[config.mk]
export PLATFORM = sky130hd
export DESIGN_NAME = regfile_access_ctrl_flat
export DESIGN_NICKNAME = d
export VERILOG_FILES = /design/src/rtl/calc_pkg.sv /design/src/rtl/regfile_access_ctrl_if.sv /design/src/rtl/calc_alu.sv /design/src/rtl/regfile_access_ctrl.sv /design/src/flat_wrapper.sv
export SDC_FILE = /design/constraint.sdc
export NUM_CORES = 1
export LEC_CHECK = 0
export CAP_MARGIN = 40
export CORE_MARGIN = 2
export CORE_UTILIZATION = 54
export CTS_BUF_LIST = sky130_fd_sc_hd__clkbuf_16
export CTS_CLUSTER_DIAMETER = 100
export DETAILED_ROUTE_END_ITERATION = 6
export PLACE_DENSITY = 0.83
export REMOVE_ABC_BUFFERS = 1
export SYNTH_ARGS = -nofsm -noshare
export SYNTH_HDL_FRONTEND = slang
export SYNTH_SLANG_ARGS = --single-unit
[constraint.sdc]
create_clock -name clk -period 4.1 [get_ports clk]
set_input_delay 0.82 -clock clk [delete_from_list [all_inputs] [get_ports clk]]
set_output_delay 0.82 -clock clk [all_outputs]
set_load 0.05 [all_outputs]
[src/rtl/calc_pkg.sv]
// Shared calculator definitions: widths, opcodes, controller states.
// Imported by the ALU, the interfaces and the register-file controller.
package calc_pkg;

  localparam int DEF_DATA_W = 32;
  localparam int DEF_ADDR_W = 5;

  localparam logic [2:0] OP_ADD = 3'd0;
  localparam logic [2:0] OP_SUB = 3'd1;
  localparam logic [2:0] OP_AND = 3'd2;
  localparam logic [2:0] OP_OR  = 3'd3;
  localparam logic [2:0] OP_XOR = 3'd4;
  localparam logic [2:0] OP_SLT = 3'd5;
  localparam logic [2:0] OP_LDI = 3'd6;
  localparam logic [2:0] OP_RD  = 3'd7;

  typedef enum logic [2:0] {
    S_IDLE,
    S_READ,
    S_EXEC,
    S_WRITE,
    S_RESP
  } state_e;

endpackage

[src/rtl/regfile_access_ctrl_if.sv]
// Request/response bundle and register-file port bundle.
// master drives requests (calc_if) or addresses (rf_if).
interface calc_if
  import calc_pkg::*;
#(
  parameter int DATA_W = DEF_DATA_W,
  parameter int ADDR_W = DEF_ADDR_W
) ();
  logic              req_valid;
  logic              req_ready;
  logic [2:0]        req_op;
  logic [ADDR_W-1:0] req_rd;
  logic [ADDR_W-1:0] req_rs1;
  logic [ADDR_W-1:0] req_rs2;
  logic [DATA_W-1:0] req_imm;
  logic              resp_valid;
  logic              resp_ready;
  logic [DATA_W-1:0] resp_data;
  logic              resp_zero;
  logic              resp_ovf;
  logic              resp_err;

  modport master (
    output req_valid, req_op, req_rd,
    output req_rs1, req_rs2, req_imm,
    output resp_ready,
    input  req_ready, resp_valid, resp_data,
    input  resp_zero, resp_ovf, resp_err
  );

  modport slave (
    input  req_valid, req_op, req_rd,
    input  req_rs1, req_rs2, req_imm,
    input  resp_ready,
    output req_ready, resp_valid, resp_data,
    output resp_zero, resp_ovf, resp_err
  );
endinterface

interface rf_if
  import calc_pkg::*;
#(
  parameter int DATA_W = DEF_DATA_W,
  parameter int ADDR_W = DEF_ADDR_W
) ();
  logic [ADDR_W-1:0] rf_read_reg1;
  logic [ADDR_W-1:0] rf_read_reg2;
  logic [DATA_W-1:0] rf_read_data1;
  logic [DATA_W-1:0] rf_read_data2;
  logic [ADDR_W-1:0] rf_write_reg;
  logic [DATA_W-1:0] rf_write_data;
  logic              rf_write;

  modport master (
    output rf_read_reg1, rf_read_reg2,
    output rf_write_reg, rf_write_data, rf_write,
    input  rf_read_data1, rf_read_data2
  );

  modport slave (
    input  rf_read_reg1, rf_read_reg2,
    input  rf_write_reg, rf_write_data, rf_write,
    output rf_read_data1, rf_read_data2
  );
endinterface

[src/rtl/calc_alu.sv]
// Combinational calculator ALU: wraparound arithmetic,
// zero flag and signed overflow for ADD/SUB.
module calc_alu
  import calc_pkg::*;
#(
  parameter int DATA_W = DEF_DATA_W
) (
  input  logic [2:0]        op_i,
  input  logic [DATA_W-1:0] a_i,
  input  logic [DATA_W-1:0] b_i,
  input  logic [DATA_W-1:0] imm_i,
  output logic [DATA_W-1:0] res_o,
  output logic              zero_o,
  output logic              ovf_o,
  output logic              err_o
);

  localparam int MSB = DATA_W - 1;

  logic [DATA_W-1:0] sum;
  logic [DATA_W-1:0] dif;
  logic              lt;

  assign sum = a_i + b_i;
  assign dif = a_i - b_i;
  assign lt  = $signed(a_i) < $signed(b_i);

  always_comb begin
    res_o = '0;
    ovf_o = 1'b0;
    err_o = 1'b0;
    unique case (op_i)
      OP_ADD: begin
        res_o = sum;
        ovf_o = (a_i[MSB] == b_i[MSB]) &&
                (sum[MSB] != a_i[MSB]);
      end
      OP_SUB: begin
        res_o = dif;
        ovf_o = (a_i[MSB] != b_i[MSB]) &&
                (dif[MSB] != a_i[MSB]);
      end
      OP_AND: res_o = a_i & b_i;
      OP_OR:  res_o = a_i | b_i;
      OP_XOR: res_o = a_i ^ b_i;
      OP_SLT: res_o = {{(DATA_W-1){1'b0}}, lt};
      OP_LDI: res_o = imm_i;
      OP_RD:  res_o = a_i;
      // only reachable with an undefined opcode
      default: err_o = 1'b1;
    endcase
  end

  assign zero_o = (res_o == '0);

endmodule

[src/rtl/regfile_access_ctrl.sv]
// Register-file initiator: read, execute, write back, respond.
// Read addresses move to rd^1 during WRITE so the write always commits.
module regfile_access_ctrl
  import calc_pkg::*;
#(
  parameter int DATA_W = DEF_DATA_W,
  parameter int ADDR_W = DEF_ADDR_W
) (
  input logic   clk,
  input logic   rst_n,
  calc_if.slave req,
  rf_if.master  rf
);

  state_e            state_q, state_d;
  logic [2:0]        op_q, op_d;
  logic [ADDR_W-1:0] rd_q, rd_d;
  logic [DATA_W-1:0] imm_q, imm_d;

  logic              req_ready_q, req_ready_d;
  logic              resp_valid_q, resp_valid_d;
  logic [DATA_W-1:0] resp_data_q, resp_data_d;
  logic              resp_zero_q, resp_zero_d;
  logic              resp_ovf_q, resp_ovf_d;
  logic              resp_err_q, resp_err_d;
  logic [ADDR_W-1:0] rr1_q, rr1_d;
  logic [ADDR_W-1:0] rr2_q, rr2_d;
  logic [ADDR_W-1:0] wreg_q, wreg_d;
  logic [DATA_W-1:0] wdata_q, wdata_d;
  logic              wr_q, wr_d;

  logic [DATA_W-1:0] alu_res;
  logic              alu_zero;
  logic              alu_ovf;
  logic              alu_err;

  calc_alu #(.DATA_W(DATA_W)) u_alu (
    .op_i   (op_q),
    .a_i    (rf.rf_read_data1),
    .b_i    (rf.rf_read_data2),
    .imm_i  (imm_q),
    .res_o  (alu_res),
    .zero_o (alu_zero),
    .ovf_o  (alu_ovf),
    .err_o  (alu_err)
  );

  always_comb begin
    state_d      = state_q;
    op_d         = op_q;
    rd_d         = rd_q;
    imm_d        = imm_q;
    req_ready_d  = req_ready_q;
    resp_valid_d = resp_valid_q;
    resp_data_d  = resp_data_q;
    resp_zero_d  = resp_zero_q;
    resp_ovf_d   = resp_ovf_q;
    resp_err_d   = resp_err_q;
    rr1_d        = rr1_q;
    rr2_d        = rr2_q;
    wreg_d       = wreg_q;
    wdata_d      = wdata_q;
    wr_d         = wr_q;
    unique case (state_q)
      S_IDLE: begin
        if (req.req_valid) begin
          op_d        = req.req_op;
          rd_d        = req.req_rd;
          imm_d       = req.req_imm;
          rr1_d       = req.req_rs1;
          rr2_d       = req.req_rs2;
          req_ready_d = 1'b0;
          state_d     = S_READ;
        end
      end
      S_READ: state_d = S_EXEC;
      S_EXEC: begin
        resp_data_d = alu_res;
        resp_zero_d = alu_zero;
        resp_ovf_d  = alu_ovf;
        resp_err_d  = alu_err;
        rr1_d       = {rd_q[ADDR_W-1:1], ~rd_q[0]};
        rr2_d       = {rd_q[ADDR_W-1:1], ~rd_q[0]};
        wreg_d      = rd_q;
        wdata_d     = alu_res;
        wr_d        = !alu_err && (op_q != OP_RD);
        state_d     = S_WRITE;
      end
      S_WRITE: begin
        wr_d         = 1'b0;
        resp_valid_d = 1'b1;
        state_d      = S_RESP;
      end
      S_RESP: begin
        if (req.resp_ready) begin
          resp_valid_d = 1'b0;
          req_ready_d  = 1'b1;
          state_d      = S_IDLE;
        end
      end
      default: begin
        wr_d         = 1'b0;
        resp_valid_d = 1'b0;
        req_ready_d  = 1'b1;
        state_d      = S_IDLE;
      end
    endcase
  end

  always_ff @(posedge clk or negedge rst_n) begin
    if (!rst_n) begin
      state_q      <= S_IDLE;
      op_q         <= '0;
      rd_q         <= '0;
      imm_q        <= '0;
      req_ready_q  <= 1'b1;
      resp_valid_q <= 1'b0;
      resp_data_q  <= '0;
      resp_zero_q  <= 1'b0;
      resp_ovf_q   <= 1'b0;
      resp_err_q   <= 1'b0;
      rr1_q        <= '0;
      rr2_q        <= '0;
      wreg_q       <= '0;
      wdata_q      <= '0;
      wr_q         <= 1'b0;
    end else begin
      state_q      <= state_d;
      op_q         <= op_d;
      rd_q         <= rd_d;
      imm_q        <= imm_d;
      req_ready_q  <= req_ready_d;
      resp_valid_q <= resp_valid_d;
      resp_data_q  <= resp_data_d;
      resp_zero_q  <= resp_zero_d;
      resp_ovf_q   <= resp_ovf_d;
      resp_err_q   <= resp_err_d;
      rr1_q        <= rr1_d;
      rr2_q        <= rr2_d;
      wreg_q       <= wreg_d;
      wdata_q      <= wdata_d;
      wr_q         <= wr_d;
    end
  end

  assign req.req_ready     = req_ready_q;
  assign req.resp_valid    = resp_valid_q;
  assign req.resp_data     = resp_data_q;
  assign req.resp_zero     = resp_zero_q;
  assign req.resp_ovf      = resp_ovf_q;
  assign req.resp_err      = resp_err_q;
  assign rf.rf_read_reg1   = rr1_q;
  assign rf.rf_read_reg2   = rr2_q;
  assign rf.rf_write_reg   = wreg_q;
  assign rf.rf_write_data  = wdata_q;
  assign rf.rf_write       = wr_q;

endmodule

[src/flat_wrapper.sv]
// flat-port wrapper written by rule: the top's interface ports become plain ports
module regfile_access_ctrl_flat import calc_pkg::*;
#(
  parameter int DATA_W = DEF_DATA_W,
  parameter int ADDR_W = DEF_ADDR_W
)
  (clk, rst_n, req_req_valid, req_req_op, req_req_rd, req_req_rs1, req_req_rs2, req_req_imm, req_resp_ready, req_req_ready, req_resp_valid, req_resp_data, req_resp_zero, req_resp_ovf, req_resp_err, rf_rf_read_reg1, rf_rf_read_reg2, rf_rf_write_reg, rf_rf_write_data, rf_rf_write, rf_rf_read_data1, rf_rf_read_data2);
  calc_if #(.DATA_W(DATA_W), .ADDR_W(ADDR_W)) req_i ();
  rf_if #(.DATA_W(DATA_W), .ADDR_W(ADDR_W)) rf_i ();
  input logic clk;
  input logic rst_n;
  input wire logic [$bits(req_i.req_valid)-1:0] req_req_valid;
  input wire logic [$bits(req_i.req_op)-1:0] req_req_op;
  input wire logic [$bits(req_i.req_rd)-1:0] req_req_rd;
  input wire logic [$bits(req_i.req_rs1)-1:0] req_req_rs1;
  input wire logic [$bits(req_i.req_rs2)-1:0] req_req_rs2;
  input wire logic [$bits(req_i.req_imm)-1:0] req_req_imm;
  input wire logic [$bits(req_i.resp_ready)-1:0] req_resp_ready;
  output wire logic [$bits(req_i.req_ready)-1:0] req_req_ready;
  output wire logic [$bits(req_i.resp_valid)-1:0] req_resp_valid;
  output wire logic [$bits(req_i.resp_data)-1:0] req_resp_data;
  output wire logic [$bits(req_i.resp_zero)-1:0] req_resp_zero;
  output wire logic [$bits(req_i.resp_ovf)-1:0] req_resp_ovf;
  output wire logic [$bits(req_i.resp_err)-1:0] req_resp_err;
  output wire logic [$bits(rf_i.rf_read_reg1)-1:0] rf_rf_read_reg1;
  output wire logic [$bits(rf_i.rf_read_reg2)-1:0] rf_rf_read_reg2;
  output wire logic [$bits(rf_i.rf_write_reg)-1:0] rf_rf_write_reg;
  output wire logic [$bits(rf_i.rf_write_data)-1:0] rf_rf_write_data;
  output wire logic [$bits(rf_i.rf_write)-1:0] rf_rf_write;
  input wire logic [$bits(rf_i.rf_read_data1)-1:0] rf_rf_read_data1;
  input wire logic [$bits(rf_i.rf_read_data2)-1:0] rf_rf_read_data2;
  assign req_i.req_valid = req_req_valid;
  assign req_i.req_op = req_req_op;
  assign req_i.req_rd = req_req_rd;
  assign req_i.req_rs1 = req_req_rs1;
  assign req_i.req_rs2 = req_req_rs2;
  assign req_i.req_imm = req_req_imm;
  assign req_i.resp_ready = req_resp_ready;
  assign req_req_ready = req_i.req_ready;
  assign req_resp_valid = req_i.resp_valid;
  assign req_resp_data = req_i.resp_data;
  assign req_resp_zero = req_i.resp_zero;
  assign req_resp_ovf = req_i.resp_ovf;
  assign req_resp_err = req_i.resp_err;
  assign rf_rf_read_reg1 = rf_i.rf_read_reg1;
  assign rf_rf_read_reg2 = rf_i.rf_read_reg2;
  assign rf_rf_write_reg = rf_i.rf_write_reg;
  assign rf_rf_write_data = rf_i.rf_write_data;
  assign rf_rf_write = rf_i.rf_write;
  assign rf_i.rf_read_data1 = rf_rf_read_data1;
  assign rf_i.rf_read_data2 = rf_rf_read_data2;
  regfile_access_ctrl #(.DATA_W(DATA_W), .ADDR_W(ADDR_W)) u_core (.clk(clk), .rst_n(rst_n), .req(req_i), .rf(rf_i));
endmodule
==> impl_metrics.sql, run 1 <==
INSERT INTO impl_metrics (metric_group, metric, value, unit) VALUES
('yosys', 'synth.mux.area_fraction', '7.21', '%'),
('floorplanning', 'core-area', '18600', 'um2'),
('yosys', 'average_instance_area_after_synthesis', '7.77', 'um2'),
('worst_setup_path', 'most_frequent_cell_on_the_critical_path', 'sky130_fd_sc_hd__nand4_1', ''),
('place', 'pre_cts_ws', '-938', 'ps'),
('job', 'cap_viol_max_count', '0', ''),
('worst_setup_path', 'timing.critical_path.to_type', 'register', ''),
('floorplanning', 'rows', '50', ''),
('finish', 'post_route_cells_drive_above_1_share', '28.9', '%'),
('timing', 'hold_violations', '0', ''),
('clock_tree', 'cts_root_buf', 'sky130_fd_sc_hd__clkbuf_16', ''),
('worst_setup_path', 'cp.required', '4410', 'ps'),
('drt', 'via_per_inst', '6.59', ''),
('floorplanning', 'floorplan.die_area', '20000', 'um2'),
('clock_tree', 'tritoncts', 'done', ''),
('pwr', 'power_density', '694', 'nW/um2'),
('yosys', 'synth_cell_type_count', '87', ''),
('yosys', 'main_combinational_cell_family_by_area_after_synthesis', 'compound AO/OA/AOI/OAI gates', ''),
('pwr', 'worst_ir_drop_vdd', '857', 'uV'),
('drt', 'drc', '0', ''),
('global_route', 'grt_max_degree', '43', ''),
('drt', 'finalWirelength', '47.9', 'mm'),
('timing', 'skew', '11.9', 'ps'),
('status', 'run_status', 'finished, violations left', ''),
('place', 'gpl.final_weighted_congestion', '1.04', ''),
('clock_tree', 'cts-root-to-sink-buffers', '2', ''),
('worst_setup_path', 'cp_num_buf_inv', '4', ''),
('yosys', 'post_synth_xor_area_fraction', '0.942', '%'),
('place', 'port-buffer-count', '201', ''),
('clock_tree', 'tritoncts.num_buffers', '9', ''),
('worst_setup_path', 'critical_path.max_stage_delay', '460', 'ps'),
('pwr', 'report.power.total', '10.6', 'mW'),
('drt', 'vias', '12882', ''),
('finish', 'finish.utilization', '81.6', '%'),
('clock_tree', 'cts_hold_repair.buffers', '0', ''),
('timing', 'holdWs', '435', 'ps'),
('timing', 'timing.final.setup_violations', '1', ''),
('place', 'place.detailed.hpwl', '33.3', 'mm'),
('worst_setup_path', 'slowest_stage', 'sky130_fd_sc_hd__a221oi_4', ''),
('clock_tree', 'clk_latency', '380', 'ps'),
('yosys', 'yosys.area_share.simple', '17.2', '%'),
('global_route', 'globalRouteOverflowTotal', '0', ''),
('finish', 'syn_to_final_growth', '48.8', '%'),
('timing', 'achievable-frequency', '0.231', 'GHz'),
('drt', 'drt_iter0_markers', '1782', ''),
('pwr', 'standby_leakage_power', '6.96', 'nW'),
('floorplanning', 'initial_core_util', '54.8', '%'),
('timing', 'relSlewSlack', '34.3', '%'),
('yosys', 'synth-async-reset-ratio', '100', '%'),
('status', 'failed_checks', 'negative setup slack', ''),
('drt', 'ant_nets', '0', ''),
('timing', 'finalWorstSetupSlack', '-224', 'ps'),
('yosys', 'synth-adder-area-share', '12.1', '%'),
('finish', 'nets', '1931', ''),
('timing', 'fin_max_slew_vios', '0', ''),
('global_route', 'groute.usage.overall', '45.2', '%'),
('floorplanning', 'io_pins', '203', ''),
('floorplanning', 'fp.dieH', '142', 'um'),
('place', 'placedCellCount', '1907', ''),
('finish', 'layout_commonest_cell', 'sky130_fd_sc_hd__buf_4', ''),
('worst_setup_path', 'start_kind', 'input port', ''),
('drt', 'routed_wire_length_per_instance', '24.5', 'um'),
('timing', 'worst-slew-pin-transition', '982', 'ps'),
('yosys', 'ys_dominant_reg_cell', 'sky130_fd_sc_hd__dfrtp_1', ''),
('worst_setup_path', 'worst_setup_path_category', 'in2reg', ''),
('min_path', 'hold_path.class', 'in2async', ''),
('global_route', 'grt_first_pass_wirelength', '70.3', 'mm'),
('finish', 'antenna-diode-count', '0', ''),
('yosys', 'postSynthRegisterBits', '95', ''),
('timing', 'grt_setup_unrepaired', 'true', ''),
('yosys', 'synth_cells', '1315', '');
## metrics by stage
| stage | area (um2) | TNS [ps] |
|---|---|---|
| global route | 15200 | -244 |
| CTS | 14700 | 0 |
| global placement | 14000 | -4260 |
| floorplan | 9640 | -101170 |
| detailed placement | 14000 | -6250 |
| finish | 15200 | -224 |
## power breakdown
| part | switching [mW] | internal [mW] |
|---|---|---|
| clock network | 0.512 | 0.447 |
| registers | 0.487 | 1.41 |
| logic | 4.75 | 2.95 |
## Yosys cell counts, drive strengths merged (21+ instances only)
cell	number	share of area, %
buf	58	3.6
a21oi	124	6.1
mux2	43	4.7
ha	96	12
nor2	88	3.2
dfrtp	94	23
clkbuf	57	2.1
nor3	21	1.0
nand2	155	5.7
nand3	21	1.0
a22oi	25	1.8
o21ai	96	4.7
inv	108	4.0
## per-layer routing
| metal | routed length (um) | GRT usage [%] |
|---|---|---|
| met5 | 16 | 0 |
| met4 | 3570 | 24.6 |
| met3 | 5820 | 11.7 |
| met2 | 21000 | 73.0 |
| met1 | 17500 | 55.4 |
## worst paths after layout
kind                                      startpoint                        end  slack, ps  depth (start not counted)
max in group asynchronous                      rst_n       u_core.req.req_ready       2670                          3
hold / removal                                 rst_n   u_core.req.resp_data[17]        430                          1
hold reg to reg            u_core.rf.rf_write_reg[2]  u_core.rf.rf_write_reg[2]        490                          2
setup reg to reg                      u_core.op_q[2]       u_core.req.resp_zero        100                         12
min in group clk           u_core.rf.rf_write_reg[2]  u_core.rf.rf_write_reg[2]        490                          2
setup / recovery                 rf_rf_read_data1[4]       u_core.req.resp_zero       -220                         16
## layout make-up
class                   instances  area [um2]
well taps                     234         293
inverters                     108         410
repair buffers                504        4370
fillers                      1145        3430
multi-input cells             997        7450
flip-flops and latches         95        2380
clock inverters                 7        93.8
clock buffers                   9         225
## cells by family (layout without fill, tap and decap cells)
group                    after synthesis  after routing
AO/OA/AOI/OAI                        444            444
AND/OR/NAND/NOR                      381            381
buffers and inverters                223            628
adder cells (fa/ha/maj)               98             98
flip-flops                            95             95
multiplexers                          62             62
XOR/XNOR                              11             11
other                                  1              1
## worst reg2reg max path: stages, from the launching register on
cell and delay [ps]:
sky130_fd_sc_hd__dfrtp_1 810, sky130_fd_sc_hd__inv_1 230, sky130_fd_sc_hd__buf_12 240, sky130_fd_sc_hd__nand2_1 510, sky130_fd_sc_hd__o221ai_1 250, sky130_fd_sc_hd__a21oi_2 250, sky130_fd_sc_hd__o2111ai_2 140, sky130_fd_sc_hd__nor4_2 280
sky130_fd_sc_hd__o211ai_1 170, sky130_fd_sc_hd__nor4_4 320, sky130_fd_sc_hd__nand4_1 190, sky130_fd_sc_hd__nor4_2 340, sky130_fd_sc_hd__a32o_2 220
## what timing repair did
item,4_1_cts,5_1_grt
endpoints found under the hold margin,0,0
setup endpoints to repair,9,7
pin swaps,25,47
setup buffers,16,15
gates resized for setup,56,113
(Power assumes the default switching activity.)
==> run 2: changes to the inputs <==
Clock period 4.1 ns to 4.5 ns, I/O delays scaled along.
==> run 2 against run 1 <==
Effect of this change: the flow now finishes without violations; die area is the same; routed wire length shrank 17%; clock-buffer cell count is the same; setup slack gained 310 ps; critical path type unchanged; highest routed layer is now met4.
==> impl_metrics.sql, run 2 (synthesized netlist as in run 1, its figures left out) <==
INSERT INTO impl_metrics (metric_group, metric, value, unit) VALUES
('clock_tree', 'cts-root-to-sink-buffers', '2', ''),
('worst_setup_path', 'worst_setup_path_category', 'in2reg', ''),
('clock_tree', 'clk_latency', '380', 'ps'),
('clock_tree', 'cts_root_buf', 'sky130_fd_sc_hd__clkbuf_16', ''),
('drt', 'via_per_inst', '6.27', ''),
('worst_setup_path', 'rr_endpoint', 'u_core.req.resp_zero', ''),
('global_route', 'grt_first_pass_wirelength', '61.1', 'mm'),
('finish', 'nets', '1844', ''),
('global_route', 'grt_max_degree', '64', ''),
('timing', 'relSlewSlack', '39.5', '%'),
('place', 'place.detailed.hpwl', '30.2', 'mm'),
('floorplanning', 'initial_core_util', '54.8', '%'),
('clock_tree', 'cts-htree-levels', '3', ''),
('finish', 'antenna-diode-count', '0', ''),
('timing', 'holdWs', '331', 'ps'),
('floorplanning', 'rows', '50', ''),
('worst_setup_path', 'critical_path.reg2reg.startpoint', 'u_core.op_q[0]', ''),
('worst_setup_path', 'r2r_cells', '13', ''),
('finish', 'syn_to_final_growth', '37.5', '%'),
('drt', 'vias', '11713', ''),
('pwr', 'report.power.total', '8.91', 'mW'),
('floorplanning', 'floorplan.die_area', '20000', 'um2'),
('drt', 'ant_nets', '0', ''),
('timing', 'finalWorstSetupSlack', '83.4', 'ps'),
('floorplanning', 'fp.dieW', '142', 'um'),
('drt', 'first_pass_iters', '6', ''),
('floorplanning', 'fp.dieH', '142', 'um'),
('timing', 'hold_violations', '0', ''),
('timing', 'timing.final.setup_violations', '0', ''),
('drt', 'drc', '0', ''),
('floorplanning', 'io_pins', '203', ''),
('global_route', 'grt_antenna_before_repair', '0', ''),
('worst_setup_path', 'start_kind', 'input port', ''),
('clock_tree', 'tritoncts.num_buffers', '9', ''),
('worst_setup_path', 'ff2ff_setup_slack', '560', 'ps'),
('finish', 'layout.cells.most_common_list', 'sky130_fd_sc_hd__buf_4, sky130_fd_sc_hd__clkdlybuf4s50_1, sky130_fd_sc_hd__nand2_1', ''),
('clock_tree', 'tritoncts', 'done', ''),
('finish', 'layout.cells.non_filler', '1867', ''),
('timing', 'period_share', '98.1', '%'),
('worst_setup_path', 'critical_path_endpoint', 'u_core.req.resp_zero', ''),
('worst_setup_path', 'cp.arrival', '4730', 'ps'),
('job', 'cap_viol_max_count', '0', ''),
('timing', 'fin_max_slew_vios', '0', ''),
('global_route', 'grt_pass1_vias', '11441', ''),
('pwr', 'power.share.clock', '9.6', '%'),
('pwr', 'seqPwrFrac', '19.0', '%'),
('pwr', 'cell_internal_pwr', '4.09', 'mW'),
('pwr', 'power_density', '634', 'nW/um2'),
('pwr', 'worst_ir_drop_vdd', '611', 'uV'),
('drt', 'routed_wire_length_per_instance', '21.3', 'um'),
('floorplanning', 'core-area', '18600', 'um2'),
('drt', 'drt_iter0_markers', '1181', ''),
('clock_tree', 'worst_setup_hold_path_clk_slew', '90', 'ps'),
('worst_setup_path', 'critical_path_maximum_fanout', '7', ''),
('worst_setup_path', 'timing.critical_path.to_type', 'register', ''),
('place', 'pre_cts_ws', '-423', 'ps'),
('pwr', 'power_frac_comb', '71.4', '%'),
('clock_tree', 'clock-sinks', '95', ''),
('place', 'placedCellCount', '1849', ''),
('timing', 'skew', '11.6', 'ps'),
('status', 'run_status', 'completed', ''),
('timing', 'fin_crit', '4420', 'ps'),
('pwr', 'standby_leakage_power', '6.45', 'nW'),
('clock_tree', 'cts_hold_repair.buffers', '0', ''),
('global_route', 'groute.usage.overall', '38.8', '%'),
('worst_setup_path', 'crit_path_start', 'rf_rf_read_data2[6]', ''),
('pwr', 'power.switching_fraction', '54.1', '%'),
('pwr', 'power.switching', '4.82', 'mW'),
('drt', 'finalWirelength', '39.7', 'mm'),
('min_path', 'hold_path.class', 'in2async', ''),
('finish', 'layout_commonest_cell', 'sky130_fd_sc_hd__buf_4', ''),
('finish', 'post_route_cells_drive_above_1_share', '20.4', '%'),
('place', 'port-buffer-count', '201', ''),
('global_route', 'globalRouteOverflowTotal', '0', ''),
('timing', 'achievable-frequency', '0.226', 'GHz'),
('timing', 'worst-slew-pin-transition', '885', 'ps'),
('worst_setup_path', 'cp.required', '4810', 'ps'),
('place', 'gpl.final_weighted_congestion', '1.03', '');
-- run 2: timing repair --
action,in CTS,in global routing
pin swaps,0,9
setup buffers,0,2
resized for setup,1,26
endpoints found under the setup margin,1,2
gates cloned,0,0
-- run 2: how the worst min path moves through the flow --
stage / start / endpoint / cells past startpoint
after floorplan: u_core.rd_q[0] / u_core.rf.rf_write_reg[0] / 2
after global placement: u_core.rf.rf_write_reg[0] / u_core.rf.rf_write_reg[0] / 2
after detailed placement: u_core.rf.rf_write_reg[2] / u_core.rf.rf_write_reg[2] / 2
after CTS: rst_n / u_core.imm_q[16] / 1
after global routing: rst_n / u_core.req.resp_data[17] / 1
final: rst_n / u_core.req.resp_data[17] / 1
-- run 2: metrics by stage --
stage	TNS [ps]	cell area [um2]	util, %
floorplan	-84970	9640	-
global placement	-499	13600	72.8
detailed placement	-717	13600	73.1
CTS	0	13900	74.8
global route	-38.0	14100	75.4
finish	0	14100	75.4
-- run 2: worst max-delay path, stage by stage --
cell and delay, ps:
sky130_fd_sc_hd__clkdlybuf4s50_1 500, sky130_fd_sc_hd__inv_1 70, sky130_fd_sc_hd__ha_1 380, sky130_fd_sc_hd__buf_4 200
sky130_fd_sc_hd__nor2b_1 150, sky130_fd_sc_hd__o21ai_0 150, sky130_fd_sc_hd__a2111oi_1 460, sky130_fd_sc_hd__buf_4 190
sky130_fd_sc_hd__o21ai_0 70, sky130_fd_sc_hd__nand3_1 110, sky130_fd_sc_hd__o21ai_0 90, sky130_fd_sc_hd__a211o_1 390
sky130_fd_sc_hd__nor4_2 310, sky130_fd_sc_hd__nand4_1 190, sky130_fd_sc_hd__nor4_2 340, sky130_fd_sc_hd__a32o_2 220
-- run 2: area by class of cell --
| cell class | count | area, um2 |
|---|---|---|
| multi-input combinational | 997 | 6960 |
| fill | 1438 | 4590 |
| timing repair buffer | 417 | 3700 |
| sequential | 95 | 2380 |
| inverter | 108 | 405 |
| tap | 234 | 293 |
| clock buffer | 9 | 225 |
| clock inverter | 7 | 88.8 |
-- run 2: layer usage --
| layer | part of all wire (%) | global-route usage (%) | wire [um] |
|---|---|---|---|
| met1 | 40 | 49.6 | 15700 |
| met2 | 46 | 63.4 | 18200 |
| met5 | 0 | 0 | 0 |
| met4 | 4.3 | 16.9 | 1700 |
| met3 | 10 | 8.57 | 4110 |
-- run 2: power by group through the flow --
stage | Sequential (mW) | Combinational (mW) | Clock (mW)
finish | 1.69 | 6.36 | 0.857
global route | 1.75 | 6.66 | 0.890
global placement | 1.67 | 5.99 | 0
floorplan | 2.89 | 2.35 | 0
detailed placement | 1.69 | 6.13 | 0
CTS | 1.69 | 6.16 | 0.865
==> run 3: changes to the inputs <==
Settings changed: CORE_ASPECT_RATIO set to 0.75.
==> run 3 against run 2 <==
Effect of this change: via count up 3.0%; maximum frequency up 0.61%; routed wire length up 7.2%; clock-buffer cell count unchanged; sequential power up 4%; critical endpoint unchanged.
==> impl_metrics.sql, run 3 (synthesized netlist as in run 1, its figures left out) <==
INSERT INTO impl_metrics (metric_group, metric, value, unit) VALUES
('status', 'run_status', 'completed', ''),
('floorplanning', 'io_pins', '203', ''),
('job', 'cap_viol_max_count', '0', ''),
('worst_setup_path', 'crit_path_cell_trace', 'clkdlybuf4s50_1 > inv_1 > ha_1 > buf_4 > or4_4 > a211oi_4 > a2111oi_4 > o311ai_4 > a21oi_2 > and3_1 > o22ai_4 > nand4_1 > nor4_2 > a32o_2', ''),
('finish', 'final_design_area_no_fill', '14100', 'um2'),
('worst_setup_path', 'worst_setup_path_category', 'in2reg', ''),
('timing', 'achievable-frequency', '0.228', 'GHz'),
('clock_tree', 'cts_root_buf', 'sky130_fd_sc_hd__clkbuf_16', ''),
('clock_tree', 'cts-root-to-sink-buffers', '2', ''),
('finish', 'layout.cells.most_common_list', 'sky130_fd_sc_hd__buf_4, sky130_fd_sc_hd__clkdlybuf4s50_1, sky130_fd_sc_hd__nand2_1', ''),
('global_route', 'grt_pass1_vias', '11228', ''),
('worst_setup_path', 'critical_path.max_stage_delay', '570', 'ps'),
('clock_tree', 'worst_setup_hold_path_clk_slew', '80', 'ps'),
('drt', 'finalWirelength', '42.6', 'mm'),
('worst_setup_path', 'cp.required', '4790', 'ps'),
('timing', 'timing.final.setup_violations', '0', ''),
('drt', 'ant_nets', '0', ''),
('clock_tree', 'cts-htree-levels', '3', ''),
('worst_setup_path', 'critical_path_maximum_fanout', '8', ''),
('floorplanning', 'floorplan.die_area', '20100', 'um2'),
('pwr', 'standby_leakage_power', '6.44', 'nW'),
('timing', 'skew', '10.7', 'ps'),
('timing', 'fin_crit', '4390', 'ps'),
('timing', 'fin_tns_setup', '0', 'ps'),
('floorplanning', 'fp.dieH', '123', 'um'),
('global_route', 'groute.usage.overall', '41.6', '%'),
('global_route', 'grt_antenna_before_repair', '1', ''),
('drt', 'drt_iter0_markers', '1667', ''),
('pwr', 'worst_ir_drop_vdd', '721', 'uV'),
('clock_tree', 'cts_hold_repair.buffers', '0', ''),
('worst_setup_path', 'start_kind', 'input port', ''),
('finish', 'layout_commonest_cell', 'sky130_fd_sc_hd__buf_4', ''),
('timing', 'hold_violations', '0', ''),
('worst_setup_path', 'crit_family', 'compound AO/OA/AOI/OAI gates', ''),
('global_route', 'globalRouteOverflowTotal', '0', ''),
('place', 'placedInstanceArea', '13600', 'um2'),
('timing', 'relSlewSlack', '30.5', '%'),
('drt', 'drc', '0', ''),
('worst_setup_path', 'slowest_stage', 'sky130_fd_sc_hd__or4_4', ''),
('finish', 'post_route_cells_drive_above_1_share', '20.5', '%'),
('finish', 'nFillCells', '1389', ''),
('floorplanning', 'fp.dieW', '163', 'um'),
('place', 'gpl.final_weighted_congestion', '1.08', ''),
('drt', 'first_pass_iters', '7', ''),
('pwr', 'power_density', '645', 'nW/um2'),
('finish', 'nets', '1845', ''),
('drt', 'via_per_inst', '6.41', ''),
('clock_tree', 'tritoncts', 'done', ''),
('place', 'placedCellCount', '1863', ''),
('timing', 'period_share', '97.6', '%'),
('clock_tree', 'tritoncts.num_buffers', '9', ''),
('global_route', 'grt_first_pass_wirelength', '63.3', 'mm'),
('min_path', 'hold_path.class', 'in2async', ''),
('floorplanning', 'core-area', '18500', 'um2'),
('timing', 'fin_max_slew_vios', '0', ''),
('clock_tree', 'clk_latency', '360', 'ps'),
('floorplanning', 'rows', '43', ''),
('timing', 'grt_setup_unrepaired', 'false', ''),
('place', 'port-buffer-count', '201', ''),
('global_route', 'grt_max_degree', '65', ''),
('timing', 'worst-slew-pin-transition', '1040', 'ps'),
('finish', 'syn_to_final_growth', '37.6', '%'),
('worst_setup_path', 'cp.arrival', '4680', 'ps'),
('floorplanning', 'initial_core_util', '55.2', '%'),
('worst_setup_path', 'timing.critical_path.to_type', 'register', ''),
('drt', 'routed_wire_length_per_instance', '22.6', 'um'),
('worst_setup_path', 'cp_num_buf_inv', '3', ''),
('place', 'place.detailed.hpwl', '32.7', 'mm'),
('clock_tree', 'clock-sinks', '95', ''),
('finish', 'layout.cells.non_filler', '1883', ''),
('drt', 'vias', '12061', '');
## run 3: what timing repair did
| action | in CTS | in global routing |
|---|---|---|
| buffers inserted | 0 | 2 |
| setup endpoints to repair | 0 | 4 |
| hold endpoints to repair | 0 | 0 |
| resized for setup | 0 | 31 |
## run 3: path summary, 6_finish.rpt
path | slack (ps) | startpoint | endpoint | cells after the start
hold / removal | 340 | rst_n | u_core.req.resp_valid | 1
setup / recovery | 110 | rf_rf_read_data2[4] | u_core.req.resp_zero | 14
setup reg to reg | 600 | u_core.op_q[0] | u_core.req.resp_zero | 11
hold reg to reg | 480 | u_core.rf.rf_write_reg[4] | u_core.rf.rf_write_reg[4] | 2
min in group clk | 480 | u_core.rf.rf_write_reg[4] | u_core.rf.rf_write_reg[4] | 2
max in group asynchronous | 3220 | rst_n | u_core.imm_q[8] | 3
## run 3: layer usage
metal / GRT usage (%) / up-vias / part of all wire (%)
met5: 0 / - / 0
met4: 13.0 / 0 / 2.9
met3: 14.6 / 117 / 14
met2: 60.9 / 878 / 41
met1: 57.6 / 5731 / 42
li1: - / 5335 / -
## run 3: stage by stage
| step | utilization, % | setup slack [ps] | hold WS, ps | power, mW |
|---|---|---|---|---|
| floorplan | - | -1730 | 458 | 5.24 |
| global placement | 73.5 | -340 | 457 | 7.80 |
| detailed placement | 73.6 | -334 | 470 | 7.95 |
| CTS | 75.2 | 22.6 | 334 | 8.76 |
| global route | 76.0 | 1.15 | 330 | 9.43 |
| finish | 76.0 | 110 | 338 | 9.07 |
## run 3: cell type report
type                            instances  area (um2)  area share (%)
Clock buffer                            9         225            1.60
Multi-Input combinational cell        997        6990            49.7
Antenna cell                            2        5.00          0.0356
Sequential cell                        95        2380            16.9
Tap cell                              247         309            2.20
Clock inverter                          7        61.3           0.436
Timing Repair Buffer                  418        3690            26.2
Inverter                              108         405            2.88
## run 3: worst register-to-register path: cells and delay by family, from the launching register on
family,cells,cell delay [ps]
flip-flops,1,970
AND/OR/NAND/NOR,4,1350
AO/OA/AOI/OAI,6,1180
buffers and inverters,1,290
## run 3: power breakdown
group          internal, mW  leakage (nW)  switching (mW)
logic                  2.44          5.15            4.08
registers              1.29          1.15           0.459
clock network         0.389         0.140           0.415
